**config.mk**
```make
export PLATFORM = sky130hd
export DESIGN_NAME = fxp_mul_lanes_flat
export DESIGN_NICKNAME = d
export VERILOG_FILES = /design/src/rtl/fxp_pkg.sv /design/src/rtl/fxp_mul_lanes_if.sv /design/src/rtl/fxp_round_sat.sv /design/src/rtl/fxp_mul_lanes.sv /design/src/flat_wrapper.sv
export SDC_FILE = /design/constraint.sdc
export NUM_CORES = 1
export LEC_CHECK = 0
export ABC_AREA = 1
export CAP_MARGIN = 10
export CORE_MARGIN = 2
export CORE_UTILIZATION = 62
export DETAILED_ROUTE_END_ITERATION = 6
export PLACE_DENSITY = 0.83
export SETUP_SLACK_MARGIN = 0.5
export SYNTH_ARGS = -nofsm -noshare
export SYNTH_HDL_FRONTEND = slang
export SYNTH_HIERARCHICAL = 1
export SYNTH_SLANG_ARGS = --single-unit
export TNS_END_PERCENT = 1
```
**constraint.sdc**
```tcl
create_clock -name clk -period 2.4 [get_ports clk]
set_input_delay 0.36 -clock clk [delete_from_list [all_inputs] [get_ports clk]]
set_output_delay 0.36 -clock clk [all_outputs]
set_load 0.03 [all_outputs]
```
**src/rtl/fxp_pkg.sv**
```systemverilog
// Shared constants and helpers for the lane-parallel Q-format multiplier.
package fxp_pkg;

    localparam logic [1:0] RND_TRUNC     = 2'd0;
    localparam logic [1:0] RND_HALF_UP   = 2'd1;
    localparam logic [1:0] RND_HALF_EVEN = 2'd2;

    // Signed saturation bounds for a result of width w.
    function automatic longint sat_hi(input int unsigned w);
        return (longint'(1) << (w - 1)) - longint'(1);
    endfunction

    function automatic longint sat_lo(input int unsigned w);
        return -(longint'(1) << (w - 1));
    endfunction

    function automatic int unsigned popcount(input logic [63:0] v);
        int unsigned n;
        n = 0;
        for (int i = 0; i < 64; i++) begin
            n += 32'(v[i]);
        end
        return n;
    endfunction

endpackage

```
**src/rtl/fxp_mul_lanes_if.sv**
```systemverilog
// Beat-level valid/ready bus for fxp_mul_lanes: operands in, results and statistics out.
interface fxp_mul_lanes_if #(
    parameter int unsigned LANES  = 4,
    parameter int unsigned DATA_W = 8,
    parameter int unsigned CNT_W  = 16
);
    logic                      i_valid;
    logic                      i_ready;
    logic [LANES*DATA_W-1:0]   i_data_a;
    logic [LANES*DATA_W-1:0]   i_data_b;
    logic [1:0]                i_rnd_mode;
    logic                      o_valid;
    logic                      o_ready;
    logic [LANES*DATA_W-1:0]   o_data;
    logic [LANES-1:0]          o_sat;
    logic                      i_clr_stat;
    logic [CNT_W-1:0]          o_sat_cnt;

    modport master (
        output i_valid, i_data_a, i_data_b, i_rnd_mode, o_ready, i_clr_stat,
        input  i_ready, o_valid, o_data, o_sat, o_sat_cnt
    );

    modport slave (
        input  i_valid, i_data_a, i_data_b, i_rnd_mode, o_ready, i_clr_stat,
        output i_ready, o_valid, o_data, o_sat, o_sat_cnt
    );

endinterface

```
**src/rtl/fxp_round_sat.sv**
```systemverilog
// Per-lane rounding (bias + arithmetic shift) and clamp; the two halves sit on either
// side of the S2 register, so the shifted value leaves and re-enters this module.
module fxp_round_sat
    import fxp_pkg::*;
#(
    parameter int unsigned DATA_W    = 8,
    parameter int unsigned FRAC_BITS = 7
) (
    input  logic signed [2*DATA_W-1:0] prod_i,
    input  logic [1:0]                 mode_i,
    output logic signed [2*DATA_W:0]   shift_o,
    input  logic signed [2*DATA_W:0]   shift_i,
    output logic signed [DATA_W-1:0]   result_o,
    output logic                       sat_o
);
    localparam int unsigned EW = 2 * DATA_W + 1;
    localparam logic signed [EW-1:0] SatHi = EW'(sat_hi(DATA_W));
    localparam logic signed [EW-1:0] SatLo = EW'(sat_lo(DATA_W));

    logic signed [EW-1:0] ext;
    logic signed [EW-1:0] bias;
    logic signed [EW-1:0] sum;

    // One guard bit above the product keeps the bias addition from overflowing.
    always_comb begin
        ext  = {prod_i[2*DATA_W-1], prod_i};
        bias = '0;
        case (mode_i)
            RND_HALF_UP:   bias = EW'(1) << (FRAC_BITS - 1);
            RND_HALF_EVEN: bias = (EW'(1) << (FRAC_BITS - 1)) - EW'(1) + EW'(prod_i[FRAC_BITS]);
            default:       bias = '0;
        endcase
        sum     = ext + bias;
        shift_o = sum >>> FRAC_BITS;
    end

    always_comb begin
        result_o = shift_i[DATA_W-1:0];
        sat_o    = 1'b0;
        if (shift_i > SatHi) begin
            result_o = SatHi[DATA_W-1:0];
            sat_o    = 1'b1;
        end else if (shift_i < SatLo) begin
            result_o = SatLo[DATA_W-1:0];
            sat_o    = 1'b1;
        end
    end

endmodule

```
**src/rtl/fxp_mul_lanes.sv**
```systemverilog
// Multi-lane signed Q-format multiplier, 3-stage pipeline with valid/ready backpressure.
// Optional saturation event counter built only when FXP_MUL_SAT_CNT_EN is defined.
module fxp_mul_lanes
    import fxp_pkg::*;
#(
    parameter int unsigned LANES     = 4,
    parameter int unsigned DATA_W    = 8,
    parameter int unsigned FRAC_BITS = 7,
    parameter int unsigned CNT_W     = 16
) (
    input  logic          clk,
    input  logic          rst_n,
    fxp_mul_lanes_if.slave bus
);
    localparam int unsigned PW = 2 * DATA_W;

    logic                    adv;
    logic                    s1_valid_q;
    logic [1:0]              s1_mode_q;
    logic signed [PW-1:0]    s1_prod_q [LANES];
    logic                    s2_valid_q;
    logic signed [PW:0]      s2_shift_q [LANES];
    logic                    o_valid_q;
    logic [LANES*DATA_W-1:0] o_data_q;
    logic [LANES-1:0]        o_sat_q;

    logic signed [PW-1:0]     prod_d [LANES];
    logic signed [PW:0]       shift_d [LANES];
    logic signed [DATA_W-1:0] res_d [LANES];
    logic [LANES-1:0]         sat_d;

    // Every stage moves in lockstep; bubbles are kept while stalled.
    assign adv         = !o_valid_q || bus.o_ready;
    assign bus.i_ready = adv;
    assign bus.o_valid = o_valid_q;
    assign bus.o_data  = o_data_q;
    assign bus.o_sat   = o_sat_q;

    for (genvar k = 0; k < LANES; k++) begin : g_lane
        assign prod_d[k] = PW'($signed(bus.i_data_a[k*DATA_W +: DATA_W]))
                         * PW'($signed(bus.i_data_b[k*DATA_W +: DATA_W]));

        fxp_round_sat #(
            .DATA_W    (DATA_W),
            .FRAC_BITS (FRAC_BITS)
        ) u_round_sat (
            .prod_i   (s1_prod_q[k]),
            .mode_i   (s1_mode_q),
            .shift_o  (shift_d[k]),
            .shift_i  (s2_shift_q[k]),
            .result_o (res_d[k]),
            .sat_o    (sat_d[k])
        );
    end

    always_ff @(posedge clk or negedge rst_n) begin
        if (!rst_n) begin
            s1_valid_q <= 1'b0;
            s1_mode_q  <= '0;
            s2_valid_q <= 1'b0;
            o_valid_q  <= 1'b0;
            o_data_q   <= '0;
            o_sat_q    <= '0;
            for (int k = 0; k < LANES; k++) begin
                s1_prod_q[k]  <= '0;
                s2_shift_q[k] <= '0;
            end
        end else if (adv) begin
            s1_valid_q <= bus.i_valid;
            s1_mode_q  <= bus.i_valid ? bus.i_rnd_mode : 2'b00;
            s2_valid_q <= s1_valid_q;
            o_valid_q  <= s2_valid_q;
            o_sat_q    <= s2_valid_q ? sat_d : '0;
            for (int k = 0; k < LANES; k++) begin
                s1_prod_q[k]                  <= bus.i_valid ? prod_d[k] : '0;
                s2_shift_q[k]                 <= s1_valid_q ? shift_d[k] : '0;
                o_data_q[k*DATA_W +: DATA_W]  <= s2_valid_q ? res_d[k] : '0;
            end
        end
    end

`ifdef FXP_MUL_SAT_CNT_EN
    localparam logic [32:0] CntMax = (33'd1 << CNT_W) - 33'd1;

    logic [CNT_W-1:0] sat_cnt_q;
    logic [CNT_W-1:0] sat_cnt_d;
    logic [32:0]      cnt_sum;

    // Clear wins over a same-cycle increment; the count sticks at its maximum.
    always_comb begin
        cnt_sum   = 33'(sat_cnt_q) + 33'(popcount(64'(o_sat_q)));
        sat_cnt_d = sat_cnt_q;
        if (bus.i_clr_stat) begin
            sat_cnt_d = '0;
        end else if (o_valid_q && bus.o_ready) begin
            sat_cnt_d = (cnt_sum > CntMax) ? CntMax[CNT_W-1:0] : cnt_sum[CNT_W-1:0];
        end
    end

    always_ff @(posedge clk or negedge rst_n) begin
        if (!rst_n) begin
            sat_cnt_q <= '0;
        end else begin
            sat_cnt_q <= sat_cnt_d;
        end
    end

    assign bus.o_sat_cnt = sat_cnt_q;
`else
    logic unused_clr_stat;
    assign unused_clr_stat = bus.i_clr_stat;
    assign bus.o_sat_cnt   = {CNT_W{1'b0}};
`endif

endmodule

```
**src/flat_wrapper.sv**
```systemverilog
// flat-port wrapper written by rule: the top's interface ports become plain ports
module fxp_mul_lanes_flat import fxp_pkg::*;
#(
    parameter int unsigned LANES     = 4,
    parameter int unsigned DATA_W    = 8,
    parameter int unsigned FRAC_BITS = 7,
    parameter int unsigned CNT_W     = 16
)
  (clk, rst_n, bus_i_valid, bus_i_data_a, bus_i_data_b, bus_i_rnd_mode, bus_o_ready, bus_i_clr_stat, bus_i_ready, bus_o_valid, bus_o_data, bus_o_sat, bus_o_sat_cnt);
  fxp_mul_lanes_if #(.LANES(LANES), .DATA_W(DATA_W), .CNT_W(CNT_W)) bus_i ();
  input  logic clk;
  input  logic rst_n;
  input wire logic [$bits(bus_i.i_valid)-1:0] bus_i_valid;
  input wire logic [$bits(bus_i.i_data_a)-1:0] bus_i_data_a;
  input wire logic [$bits(bus_i.i_data_b)-1:0] bus_i_data_b;
  input wire logic [$bits(bus_i.i_rnd_mode)-1:0] bus_i_rnd_mode;
  input wire logic [$bits(bus_i.o_ready)-1:0] bus_o_ready;
  input wire logic [$bits(bus_i.i_clr_stat)-1:0] bus_i_clr_stat;
  output wire logic [$bits(bus_i.i_ready)-1:0] bus_i_ready;
  output wire logic [$bits(bus_i.o_valid)-1:0] bus_o_valid;
  output wire logic [$bits(bus_i.o_data)-1:0] bus_o_data;
  output wire logic [$bits(bus_i.o_sat)-1:0] bus_o_sat;
  output wire logic [$bits(bus_i.o_sat_cnt)-1:0] bus_o_sat_cnt;
  assign bus_i.i_valid = bus_i_valid;
  assign bus_i.i_data_a = bus_i_data_a;
  assign bus_i.i_data_b = bus_i_data_b;
  assign bus_i.i_rnd_mode = bus_i_rnd_mode;
  assign bus_i.o_ready = bus_o_ready;
  assign bus_i.i_clr_stat = bus_i_clr_stat;
  assign bus_i_ready = bus_i.i_ready;
  assign bus_o_valid = bus_i.o_valid;
  assign bus_o_data = bus_i.o_data;
  assign bus_o_sat = bus_i.o_sat;
  assign bus_o_sat_cnt = bus_i.o_sat_cnt;
  fxp_mul_lanes #(.LANES(LANES), .DATA_W(DATA_W), .FRAC_BITS(FRAC_BITS), .CNT_W(CNT_W)) u_core (.clk(clk), .rst_n(rst_n), .bus(bus_i));
endmodule
```
## Word-level counts from Yosys, hierarchy flattened

Index checks and enable logic that the tools add are counted.

| operators by class | value |
|---|---|
| add/subtract/negate cells | 8 |
| multiply operators | 4 |
| magnitude comparators | 8 |
| equal/unequal tests | 2 |
| muxes and demuxes | 34 |
| reduce and logical (&&, ||, !) cells | 2 |

Operators with widths:

| cell | number |
|---|---|
| 17-bit one-hot mux with 2 select lines | 4 |
| 8-bit 2-to-1 mux | 12 |
| 16-bit by 17-bit adder with 17-bit output | 4 |
| 17-bit by 8-bit > comparator with 1-bit output, second input constant | 4 |
| 17-bit by 8-bit less-than comparator with 1-bit output, second input constant | 4 |
| 17-bit 2-to-1 mux | 4 |
| 8-bit by 8-bit multiplier with 16-bit output | 4 |
| 16-bit 2-to-1 mux | 4 |
| 6-bit by 1-bit adder with 7-bit output, first input constant | 4 |
| 1-bit 2-to-1 mux | 8 |
| 4-bit 2-to-1 mux | 1 |
| 2-bit by 1-bit == test with 1-bit output, second input constant | 1 |
| 2-bit == test, second input constant | 1 |
| 2-bit 2-to-1 mux | 1 |
| 1-bit zero test | 1 |
| 1-bit logical OR | 1 |

| storage, ports and cells | value |
|---|---|
| register bits after elaboration | 173 |
| bits of input ports | 71 |
| output and inout bits | 54 |

## Logic depth before layout (Yosys ltp)

| logic depth | value |
|---|---|
| word-level depth | 4 |
| depth in mapped cells | 23 |
| gate-level depth less buffers | 22 |

## Hierarchy

The synthesis kept the hierarchy.

By module, submodules not included:

| module | instances | cells an instance | area each (um2) |
|---|---|---|---|
| fxp_mul_lanes | 1 | 2,292 | 17,573.1 |
| fxp_round_sat | 4 | 92 | 455.4 |

## Worst setup path before layout

No wires, ideal clock.

| path | value |
|---|---|
| kind | in2reg |
| from | input port bus_i_data_b[2] |
| to | register u_core/s1_prod_q[62] in the netlist's numbering |
| library setup time | 0.083 ns |
| arrival | 4.036 ns |
| slack | -1.718 ns |
| cell stages on the path | 18 |
| path buffers | 1 |
| path through | clkbuf_1 -> nand2_1 -> inv_1 -> fa_1 -> inv_1 -> fa_1 -> inv_1 -> fa_1 -> inv_1 -> fa_1 -> inv_1 -> ha_1 -> a21o_1 -> a21oi_1 -> nand3_1 -> nand2_1 -> nand2_1 -> o21ai_0 |

| on the way | value |
|---|---|
| cells in the longest elaborated chain, start to end | 2 |

Ends and longest elaborated chain:

| element | RTL line | RTL |
|---|---|---|
| from (decl) | flat_wrapper.sv:15 | `input wire logic [$bits(bus_i.i_data_b)-1:0] bus_i_data_b;` |
| 8-bit by 8-bit multiplier with 16-bit output | fxp_mul_lanes.sv:41 | `* PW'($signed(bus.i_data_b[k*DATA_W +: DATA_W]));` |
| 16-bit 2-to-1 mux | fxp_mul_lanes.sv:75 | `s1_prod_q[k] <= bus.i_valid ? prod_d[k] : '0;` |
| to (signal, indexed assignment) | fxp_mul_lanes.sv:75 |  |
| to (decl) | fxp_mul_lanes.sv:20 | `logic signed [PW-1:0] s1_prod_q [LANES];` |

Every way passes these cells.
A chain may end at the register's enable or synchronous reset.

## Worst setup path in the final report

| path | value |
|---|---|
| from | input port bus_i_data_b[21] |
| to | register u_core/s1_prod_q[31] in the netlist's numbering |

Same word-level chain as after synthesis.

==> flow_summary.json <==
{
  "rsz0062_at_grt": "true",
  "cp_data_required_time_ns": 2.73,
  "worst-path-max-fanout": 7,
  "route.antenna.remaining_nets": 0,
  "drive_gt1_frac": 0.2201,
  "async_flop_share": 1.000,
  "max_stage_delay_ns": 0.57,
  "dr_wl_met3_um": 2379,
  "p_per_area_nw_per_um2": 1127,
  "die_h_um": 180.9,
  "violations": "negative setup slack",
  "p_leak_nw": 13.07,
  "grt_max_degree": 95,
  "synth.most_common_cell": "nand2_1",
  "worstSetupPathType": "in2reg",
  "dr.pass1.iters": 6,
  "ys_seq_elements": 173,
  "root_buffer": "clkbuf_16",
  "hold_path.class": "in2reg",
  "grt_first_pass_wirelength_um": 79580,
  "cp_common_cell": "nand2_1",
  "synth_cell_types": 32,
  "maxCapViolations": 0,
  "ys_warn_count": 6,
  "slew_headroom": 0.4642,
  "cp_cell_sequence": "clkdlybuf4s15_2 > nand2_1 > inv_1 > fa_1 > fa_1 > fa_1 > inv_1 > fa_1 > inv_1 > ha_4 > nand2_4 > inv_1 > nand2_1 > nand2_1 > nand2_1 > nand3_2 > nand3_1 > nand3_2 > nand2_1",
  "status": "finished with violations",
  "wl_um": 47240,
  "skew_ns": 0.01249,
  "synth_edf_count": 0,
  "placedInstanceArea_um2": 22190,
  "path_clk_slew_ns": 0.07,
  "synthFlopType": "dfrtp_1",
  "clk_latency_ns": 0.44,
  "row_count": 64,
  "netlist_area_um2": 19390,
  "ir_worst_vdd_uv": 685.8,
  "synth_area_per_cell_um2": 7.291,
  "hold_violations": 0,
  "synth-seq-area-share": 0.2232,
  "via_per_inst": 5.301,
  "drcViolationCount": 0,
  "initial_core_util": 0.6324,
  "m1WireLength_um": 19400,
  "synth.area.top_cells": "fa_1, dfrtp_1, nand2_1, inv_1, ha_1",
  "drt_iter0_drc": 1144,
  "fin_crit_ns": 3.684,
  "io_pins": 125,
  "coreArea_um2": 30670,
  "worstPathArrival_ns": 4.01,
  "grt.total_usage": 0.2896,
  "final_max_slew_viol_count": 0,
  "hpwl_um": 34800,
  "topRoutingLayerUsed": "met4",
  "finalCritPeriodShare": 1.535,
  "endpoint_kind": "flop",
  "synthCells": 2660,
  "wire_per_inst_um": 14.62,
  "finalSetupViolations": 48,
  "antenna_found_initial": 0,
  "grt_pass1_vias": 17479,
  "setup_ws_ns": -1.284,
  "synthTopCellsByCount": "nand2_1, inv_1, fa_1",
  "worst-slew-pin-transition_ns": 0.8037,
  "slowest_stage": "fa_1",
  "io_buffers": 107,
  "grt.overflow.total": 0,
  "h-tree-depth": 4,
  "cts_sinks": 173,
  "syn_to_final_growth_pct": 23.13,
  "die_x_um": 180.9,
  "worst_setup_path_start_kind": "input port",
  "fin_setup_tns_ns": -46.00,
  "fmax_ghz": 0.2714,
  "synth_top_area_cell": "fa_1",
  "die-area_um2": 32710,
  "clock_path_buffers": 2,
  "met2_length_um": 24470,
  "yosys.area.top_type_share": 0.2271,
  "cts_tree": "yes",
  "nNetsFinal": 3241,
  "cts_buffers": 17,
  "final_area_um2": 23880,
  "antenna_cells": 0,
  "gp_congestion": 0.8919,
  "vias": 17127
}
critical path: cells and delay by family:
kind,cells,cell delay (ns)
buf+inv,5,0.50
fa+ha+maj,5,2.45
simple gates,9,0.70
state kept, by name (all words and copies together) (netlist names):
register / cells
u_core/bus.o_data: 32
u_core/bus.o_sat: 4
u_core/bus.o_valid: 1
u_core/s1_mode_q: 2
u_core/s1_prod_q: 64
u_core/s1_valid_q: 1
u_core/s2_shift_q: 68
u_core/s2_valid_q: 1
cells by family (layout without fill, tap and decap cells):
| logic type | count (synthesis) | in the layout | share of synthesized area |
|---|---|---|---|
| flip-flops | 173 | 173 | 0.2232 |
| AND/OR/NAND/NOR | 1086 | 1086 | 0.2220 |
| XOR/XNOR | 27 | 27 | 0.01219 |
| other | 1 | 16 | 0.0001934 |
| adder cells (fa/ha/maj) | 348 | 348 | 0.3097 |
| AO/OA/AOI/OAI | 248 | 248 | 0.07167 |
| buffers and inverters | 777 | 937 | 0.1610 |
metal layers:
layer | vias up | track usage
met3 | 117 | 0.03568
li1 | 8081 | -
met4 | 0 | 0.07774
met5 | - | 0
met1 | 8358 | 0.3728
met2 | 571 | 0.5168
stage by stage:
step | power, mW | instances | setup WS (ns) | utilization | hold slack, ns
4_1_cts | 25.57 | 3225 | -1.256 | 0.7643 | 0.3416
3_5_place_dp | 21.37 | 3190 | -2.139 | 0.7234 | 0.3725
6_report | 26.91 | 3231 | -1.284 | 0.7787 | 0.3694
2_1_floorplan | 16.58 | 2675 | -1.336 | - | 0.06441
5_1_grt | 29.28 | 3231 | -1.437 | 0.7787 | 0.3726
3_3_place_gp | 20.69 | 3190 | -2.065 | 0.7234 | 0.3665
power by group:
part | total (mW) | internal (mW) | switching, mW
logic | 19.2 | 8.33 | 10.9
clock network | 3.02 | 1.82 | 1.20
registers | 4.67 | 3.82 | 0.849
total | 26.9 | 14.0 | 12.9
cell usage in the layout (no fill, tap or decap), types with 12 or more instances in the layout:
cell	netlist	final
a22o_1	18	18
buf_2	27	31
nand3_1	78	68
xor2_1	12	12
inv_2	2	51
a21oi_1	52	23
a21oi_4	0	13
fa_1	220	207
buf_6	0	22
ha_1	128	60
clkbuf_16	0	17
nor2_4	1	14
nand2_4	1	24
nor2_2	0	25
o21ai_0	150	59
o21ai_1	6	74
o21ai_2	1	23
nand2_2	4	63
xnor2_1	15	13
fa_2	0	13
clkdlybuf4s50_1	0	41
a21oi_2	0	16
dfrtp_1	173	170
nor2_1	144	106
nand2_1	834	752
buf_4	46	155
ha_4	0	62
conb_1	1	16
inv_1	619	557
final timing paths:
check	endpoint	startpoint	cells past startpoint	slack, ns
worst min-delay path	u_core/s1_prod_q[48]$_DFFE_PN0P_	bus_i_data_b[0]	3	0.37
worst max register to register	u_core/s2_shift_q[24]$_DFFE_PN0P_	u_core/s1_mode_q[0]$_DFFE_PN0P_	11	0.08
max in group asynchronous	u_core/s1_prod_q[41]$_DFFE_PN0P_	rst_n	3	1.25
worst max-delay path	u_core/s1_prod_q[31]$_DFFE_PN0P_	bus_i_data_b[21]	19	-1.28
min in group asynchronous	u_core/s1_prod_q[0]$_DFFE_PN0P_	rst_n	2	0.48
worst min register to register	u_core/bus.o_data[21]$_DFFE_PN0P_	u_core/bus.o_data[21]$_DFFE_PN0P_	2	0.49
timing repair:
action | 4_1_cts | 5_1_grt
hold endpoints to repair | 54 | 0
gates resized for setup | 430 | 238
endpoints found under the setup margin | 123 | 119
hold buffers | 1 | 0
pin swaps | 219 | 176
buffers inserted | 2 | 6
layout make-up:
cell class	count	area, um2
fill	2052	6788
multi-input combinational	1725	13690
sequential	173	4338
clock buffer	19	452.9
clock inverter	13	198.9
inverter	621	2371
timing repair buffer	284	2336
tap	396	495.5
Note: power is estimated with default switching activity, not from simulation.
